--- src/rtl/scu_stream_sched_if.sv ---
// Requester-side bus of the stream scheduler: job requests, operands and
// unit selects in, one-hot grant, done pulse and the binary result out.
interface scu_stream_sched_if #(
  parameter int N     = 4,
  parameter int WIDTH = 8
) ();
  logic [N-1:0]       req;
  logic [N*WIDTH-1:0] operand;
  logic [N-1:0]       mode;
  logic [N-1:0]       gnt;
  logic [N-1:0]       done;
  logic [WIDTH:0]     result;
  logic               busy;

  modport master (
    output req, operand, mode,
    input  gnt, done, result, busy
  );

  modport slave (
    input  req, operand, mode,
    output gnt, done, result, busy
  );
endinterface

--- src/rtl/scu_stream_sched.sv ---
// Round-robin scheduler sharing one stochastic divide/sqrt unit among N
// binary requesters. Each job: arbitrate, clear the unit, feed it a
// bit-reversed-counter SNG stream of the latched operand, let it settle for
// WARM cycles, then count its output ones over 2^WIDTH cycles.
module scu_stream_sched #(
  parameter int N     = 4,
  parameter int WIDTH = 8,
  parameter int WARM  = 16
) (
  input  logic                 clk,
  input  logic                 rst,
  scu_stream_sched_if.slave    bus,
  output logic                 unit_clr,
  output logic                 unit_sel,
  output logic                 unit_in,
  input  logic                 unit_out
);

  localparam int          IW = (N > 1) ? $clog2(N) : 1;
  localparam int          WW = (WARM > 1) ? $clog2(WARM) : 1;
  localparam int unsigned NU = N;
  localparam int unsigned WU = WIDTH;

  localparam logic [2:0] S_IDLE  = 3'd0;
  localparam logic [2:0] S_FLUSH = 3'd1;
  localparam logic [2:0] S_WARM  = 3'd2;
  localparam logic [2:0] S_RUN   = 3'd3;
  localparam logic [2:0] S_DONE  = 3'd4;

  logic [2:0]       state;
  logic [IW-1:0]    ptr;
  logic [IW-1:0]    g_idx;
  logic [WIDTH-1:0] op_q;
  logic             mode_q;
  logic [WIDTH-1:0] phase;
  logic [WIDTH-1:0] phase_rev;
  logic [WW-1:0]    wcnt;
  logic [WIDTH-1:0] rcnt;
  logic [WIDTH:0]   ones;
  logic [WIDTH:0]   result_q;
  logic             pick_vld;
  logic [IW-1:0]    pick_idx;
  logic [N-1:0]     gnt_vec;

  // First requester at or after the RR pointer, wrapping mod N
  always_comb begin
    pick_vld = 1'b0;
    pick_idx = '0;
    for (int unsigned k = 0; k < NU; k++) begin
      if (!pick_vld && bus.req[(32'(ptr) + k) % NU]) begin
        pick_vld = 1'b1;
        pick_idx = IW'((32'(ptr) + k) % NU);
      end
    end
  end

  // Bit-reversed phase so consecutive cycles spread ones evenly
  always_comb begin
    phase_rev = '0;
    for (int unsigned b = 0; b < WU; b++) begin
      phase_rev[b] = phase[WU-1-b];
    end
  end

  // One-hot decode of the current grantee
  always_comb begin
    gnt_vec        = '0;
    gnt_vec[g_idx] = 1'b1;
  end

  assign bus.gnt    = (state != S_IDLE) ? gnt_vec : '0;
  assign bus.done   = (state == S_DONE) ? gnt_vec : '0;
  assign bus.busy   = (state != S_IDLE);
  assign bus.result = result_q;
  assign unit_clr   = (state == S_FLUSH);
  assign unit_sel   = (state != S_IDLE) && mode_q;
  assign unit_in    = ((state == S_WARM) || (state == S_RUN)) && (phase_rev < op_q);

  // Job sequencing: grant, flush, warm-up, measurement window, completion
  always_ff @(posedge clk) begin
    if (rst) begin
      state    <= S_IDLE;
      ptr      <= '0;
      g_idx    <= '0;
      op_q     <= '0;
      mode_q   <= 1'b0;
      phase    <= '0;
      wcnt     <= '0;
      rcnt     <= '0;
      ones     <= '0;
      result_q <= '0;
    end else begin
      case (state)
        S_IDLE: begin
          if (pick_vld) begin
            g_idx  <= pick_idx;
            op_q   <= bus.operand[32'(pick_idx)*WIDTH +: WIDTH];
            mode_q <= bus.mode[pick_idx];
            state  <= S_FLUSH;
          end
        end
        S_FLUSH: begin
          phase <= '0;
          wcnt  <= '0;
          rcnt  <= '0;
          ones  <= '0;
          state <= (WARM > 0) ? S_WARM : S_RUN;
        end
        S_WARM: begin
          phase <= phase + 1'b1;
          wcnt  <= wcnt + 1'b1;
          if (wcnt == WW'(WARM - 1)) state <= S_RUN;
        end
        S_RUN: begin
          phase <= phase + 1'b1;
          rcnt  <= rcnt + 1'b1;
          ones  <= ones + {{WIDTH{1'b0}}, unit_out};
          // result captures the final sample so it is already valid in DONE
          if (rcnt == '1) begin
            result_q <= ones + {{WIDTH{1'b0}}, unit_out};
            state    <= S_DONE;
          end
        end
        S_DONE: begin
          ptr   <= (g_idx == IW'(N - 1)) ? '0 : g_idx + 1'b1;
          state <= S_IDLE;
        end
        default: state <= S_IDLE;
      endcase
    end
  end

endmodule

--- src/flat_wrapper.sv ---
// flat-port wrapper written by rule: the top's interface ports become plain ports
module scu_stream_sched_flat 
#(
  parameter int N     = 4,
  parameter int WIDTH = 8,
  parameter int WARM  = 16
)
  (clk, rst, unit_clr, unit_sel, unit_in, unit_out, bus_req, bus_operand, bus_mode, bus_gnt, bus_done, bus_result, bus_busy);
  scu_stream_sched_if #(.N(N), .WIDTH(WIDTH)) bus_i ();
  input  logic clk;
  input  logic rst;
  output logic unit_clr;
  output logic unit_sel;
  output logic unit_in;
  input  logic unit_out;
  input wire logic [$bits(bus_i.req)-1:0] bus_req;
  input wire logic [$bits(bus_i.operand)-1:0] bus_operand;
  input wire logic [$bits(bus_i.mode)-1:0] bus_mode;
  output wire logic [$bits(bus_i.gnt)-1:0] bus_gnt;
  output wire logic [$bits(bus_i.done)-1:0] bus_done;
  output wire logic [$bits(bus_i.result)-1:0] bus_result;
  output wire logic [$bits(bus_i.busy)-1:0] bus_busy;
  assign bus_i.req = bus_req;
  assign bus_i.operand = bus_operand;
  assign bus_i.mode = bus_mode;
  assign bus_gnt = bus_i.gnt;
  assign bus_done = bus_i.done;
  assign bus_result = bus_i.result;
  assign bus_busy = bus_i.busy;
  scu_stream_sched #(.N(N), .WIDTH(WIDTH), .WARM(WARM)) u_core (.clk(clk), .rst(rst), .bus(bus_i), .unit_clr(unit_clr), .unit_sel(unit_sel), .unit_in(unit_in), .unit_out(unit_out));
endmodule
--- config.mk ---
export PLATFORM = sky130hd
export DESIGN_NAME = scu_stream_sched_flat
export DESIGN_NICKNAME = d
export VERILOG_FILES = /design/src/rtl/scu_stream_sched_if.sv /design/src/rtl/scu_stream_sched.sv /design/src/flat_wrapper.sv
export SDC_FILE = /design/constraint.sdc
export NUM_CORES = 1
export LEC_CHECK = 0
export BUFFER_PORTS_ARGS = -buffer_cell sky130_fd_sc_hd__buf_4
export CORE_MARGIN = 1
export CORE_UTILIZATION = 45
export DETAILED_ROUTE_END_ITERATION = 10
export PLACE_DENSITY = 0.7
export SLEW_MARGIN = 40
export SYNTH_ARGS = -nofsm -noshare
export SYNTH_HDL_FRONTEND = slang
export SYNTH_SLANG_ARGS = --single-unit
export TNS_END_PERCENT = 5
--- constraint.sdc ---
create_clock -name clk -period 2.3 [get_ports clk]
set_clock_uncertainty 0.2 [all_clocks]
set_input_delay 0.46 -clock clk [delete_from_list [all_inputs] [get_ports clk]]
set_output_delay 0.46 -clock clk [all_outputs]
set_load 0.01 [all_outputs]
# After elaboration in Yosys (flattened, before gate mapping)
# Index checks and enable logic that the tools add are counted.
[op_classes]
addsub = 8
magnitude_cmp = 8
reduce_logical = 19
n_shift = 1
n_mux = 31
n_eq_ne = 10
[op_table]
columns = ["cell", "count"]
rows = [
  ["8-bit one-hot mux with 2 select lines", 2],
  ["32-bit by 6-bit indexed part select with 8-bit output", 1],
  ["2-bit by 3-bit less-than comparator with 1-bit output, second input constant", 6],
  ["9-bit one-hot mux with 2 select lines", 1],
  ["8-bit by 1-bit adder with 8-bit output, second input constant", 2],
  ["3-bit one-hot mux with 4 select lines", 1],
  ["1-bit binary-select mux with 2-bit select", 5],
  ["1-bit two-way mux", 10],
  ["2-bit two-way mux", 5],
  ["9-bit by 1-bit adder with 9-bit output", 1],
  ["3-bit two-way mux", 3],
  ["8-bit == test, second input constant", 1],
  ["8-bit less-than comparator", 1],
  ["4-bit two-way mux", 2],
  ["4-bit one-hot mux with 2 select lines", 1],
  ["3-bit by 2-bit == test with 1-bit output, second input constant", 2],
  ["1-bit logical AND", 6],
  ["2-bit nonzero test", 3],
  ["2-bit by 1-bit adder with 2-bit output, second input constant", 2],
  ["2-bit adder, second input constant", 2],
  ["4-bit by 1-bit adder with 4-bit output, second input constant", 1],
  ["4-bit == test, second input constant", 1],
  ["2-bit != test, second input constant", 2],
  ["2-bit AND reduction", 2],
  ["other kinds (12)", 14],
]
[word_totals]
out_inout_bits = 21
wordCells = 87
in_bits = 43
ff_bits = 54

# Longest topological paths before layout
[depth]
ltp_word = 14
depth_mapped = 7
ltp_nobuf = 7

# Worst setup path after synthesis
# Ideal clock, no wire load.
[synth_timing]
path_type = "register -> output"
from = "register u_core.state[1]"
to = "output port unit_in"
arrival_time_ns = 1.234
t_required_ns = 1.640
setup_slack_ns = 0.406
path_stages_with_launch = 6
n_path_buf = 2
cell_sequence = "dfxtp_1 -> buf_2 -> nor2b_1 -> buf_2 -> nand3_1 -> a21oi_1"
[synth_between]
elab_chain_cells = 3
elab_cells_between_ends = 4
classes_between = "eq/ne: 2; reduce/logical: 2"
[synth_lines]
columns = ["element", "line", "rtl"]
rows = [
  ["start, declared", "scu_stream_sched.sv:30", "logic [2:0] state;"],
  ["start signal, assigned", "scu_stream_sched.sv:107", "state <= (WARM > 0) ? S_WARM : S_RUN;"],
  ["3-bit by 2-bit == test with 1-bit output", "scu_stream_sched.sv:77", "assign unit_in = ((state == S_WARM) || (state == S_RUN)) && (phase_rev < op_q);"],
  ["1-bit logical OR *", "scu_stream_sched.sv:77", ""],
  ["1-bit logical AND *", "scu_stream_sched.sv:77", ""],
  ["end, declared", "flat_wrapper.sv:14", "output logic unit_in;"],
]
# Every way passes the cells marked *; elsewhere a longest branch is shown, timed or not.

# Worst setup path in the final report
[layout_timing]
from = "register u_core.op_q[1]"
to = "output port unit_in"
[layout_between]
elab_chain_cells = 2
[layout_lines]
columns = ["element", "line", "rtl"]
rows = [
  ["start, declared", "scu_stream_sched.sv:33", "logic [WIDTH-1:0] op_q;"],
  ["start signal, assigned", "scu_stream_sched.sv:97", "op_q <= bus.operand[32'(pick_idx)*WIDTH +: WIDTH];"],
  ["8-bit less-than comparator", "scu_stream_sched.sv:77", ""],
  ["1-bit logical AND", "scu_stream_sched.sv:77", ""],
]
# No other way between the ends.

==> reports/qor.txt <==
Most frequent cell after synthesis: dfxtp_1
Least-Margin Pin Slew: 0.516 ns
Yosys reg bits: 54
Register clock-pin slew on the reported worst setup and hold paths: 0.10 ns
Mapped Nets: 431
RSZ-0062 raised after global routing: no
Die Y-Extent: 84.0 microns
Final #Nets: 493
Bufs on Longest Clock Path: 2
Cell taking the most area after synthesis: dfxtp_1
Max H-tree Level: 2
Critical Path Sink Type: output port
Final Cycle Share: 95.5%
Grt total ovfl: 0
Detailed-route via count: 2,808
TritonCTS buffer count: 5
Number of cell rows: 29
Worst slew margin: 65.6%
Post-Syn Area: 3030 sq um
Total negative slack: 0 ns
Core area: 6420 sq um
Gr usage total: 19.9%
Fraction of registers with async set/reset: 0%
Period minus WS final: 2.20 ns
First-pass GRT wire length: 11,600 microns
Vias in the first global route: 2,666
Yosys top cell area share: 35.7%
Post-synthesis average cell area: 8.13 sq um
Register area: 1090 sq um
Multi-input gate area: 1810 sq um
First-pass DRT Iterations: 7
Number of synthesized flops with an enable pin: 0
# fillers: 588
Seq/Total Area, Yosys: 35.7%
Initial Utilization: 47.1%
Fmax: 455 MHz
Worst setup SP type: flop
Vias/cell: 5.48
Post-DR wirelength/cell: 13.2 microns
CTS tree: done
Number of max-cap violations: 0
Worst path required time: 1.64 ns
Synth top cells by count: dfxtp_1, nand2_1, nor2_1
Final ANT Viol Nets: 0
Hold Vio Cnt, Final: 0
Most common flop cell mapped by yosys: dfxtp_1
Port Buffers: 63
Initial DRC Count: 139
Detailed Place HPWL: 4930 microns
Max Slew Vio Count: 0
Setup Viol. Count Final: 0
Peak VDD IR: 0.000237 V
Run status: finished, violations left
Static leakage: 1.48 nW
Layout cell share with drive strength beyond 1: 23.4%
DRC Markers: 6
Die ar.: 7060 sq um
Boundary pin count: 64
Die width: 84.0 microns
Final wirelength: 6780 microns
Crit path kind: flop to output port
Pwr Density: 526 nW/um^2
Area contributors post-synth: dfxtp_1, mux2i_1, ha_1
Gp weighted congestion: 0.769
Worst-path fanout max: 2
Arrival @ worst endpoint: 1.54 ns
Initial antenna violation count: 0
Fin Hold WS: 0.248 ns
Warnings from Yosys: 0
Count of cell types in the netlist: 45
Antenna diodes: 0
Mapped Cells: 372
# clock sinks: 54
Min-Delay Path Class: primary input to flop
Root Buffer: clkbuf_8
Later-pin clock latency in the skew report: 0.31 ns
Failing checks: design-rule violations
P&R area growth vs syn: 22.9%
Largest net degree at the start of global routing: 48
layout make-up:
| type | count | share of cell area, % |
|---|---|---|
| multi-input combinational | 282 | 48.8 |
| sequential | 54 | 29.2 |
| timing repair buffer | 75 | 15.5 |
| tap | 77 | 2.59 |
| clock buffer | 6 | 1.95 |
| inverter | 16 | 1.62 |
| clock inverter | 2 | 0.370 |
logic make-up (layout without fill, tap and decap cells):
kind of cell	count (synthesis)	in the layout	synth area share [%]
AOI/OAI and AO/OA	89	89	18.8
and+or+nand+nor	148	148	24.4
DFF	54	54	35.7
adders and majority gates	16	16	6.62
buffers and inverters	36	99	5.17
muxes	22	22	7.28
xor gates and xnor gates	7	7	2.03
worst max-delay path, stage by stage (launching register included):
cell and delay (ns):
dfxtp_2 0.35, inv_2 0.04, ha_4 0.20, a21o_1 0.18, a21oi_2 0.11, o21ai_1 0.08
a21oi_2 0.13, buf_4 0.13
power breakdown:
group          internal, mW  switching, mW  leakage [nW]
Sequential            0.971         0.0345         0.439
Combinational         0.195          0.226         0.998
Clock                 0.216          0.313        0.0452
Total                  1.38          0.573          1.48
repair_timing:
action                     in CTS  in global routing
cloned                          0                  0
setup endpoints to repair       1                  5
gates resized for setup         6                  4
hold buffers                    0                  0
pin swaps                       4                  1
setup buffers                   2                  0
through the flow:
step           setup WS, ns  power, mW  cell area [sq um]  utilization [%]  cells
6_report              0.103       1.96               3720             57.9    512
5_1_grt             0.00770       2.07               3720             57.9    512
4_1_cts              0.0311       1.97               3710             57.8    512
3_5_place_dp          0.195       1.43               3590             55.9    502
3_3_place_gp          0.264       1.42               3590             55.9    502
2_1_floorplan         0.406       1.27               3030                -    372
flip-flops by register name, indices dropped and copies added (netlist names):
signal	count
u_core.bus.result	9
u_core.ones	9
u_core.op_q	8
u_core.phase	8
u_core.rcnt	8
u_core.wcnt	4
u_core.state	3
u_core.g_idx	2
u_core.ptr	2
u_core.mode_q	1
path summary, 6_finish.rpt:
check	start	end	slack (ns)	cells after the start
worst max register to register	u_core.rcnt[0]$_SDFFE_PP0P_	u_core.bus.result[0]$_SDFFE_PP0P_	0.34	7
worst max-delay path	u_core.op_q[1]$_SDFFE_PP0P_	unit_in	0.10	7
worst min-delay path	bus_operand[6]	u_core.op_q[6]$_SDFFE_PP0P_	0.25	3
worst min register to register	u_core.ones[0]$_SDFFE_PP0P_	u_core.ones[0]$_SDFFE_PP0P_	0.27	2
placed cells by master (no fill, tap or decap), drive strengths merged, types with 16 or more instances in the layout:
cell type	n
a21oi	32
buf	75
dfxtp	54
ha	16
inv	16
mux2i	22
nand2	40
nand3	17
nor2	39
o21ai	20
routing by layer:
metal	share of wire (%)	GRT usage, %	vias up	wire length, microns
met3	2.4	2.77	7	160
met2	50	34.9	27	3360
met5	0	0	-	0
met1	47	25.0	1332	3180
met4	1.2	6.90	0	78
li1	-	-	1442	-
Note: power is estimated with default switching activity, not from simulation.
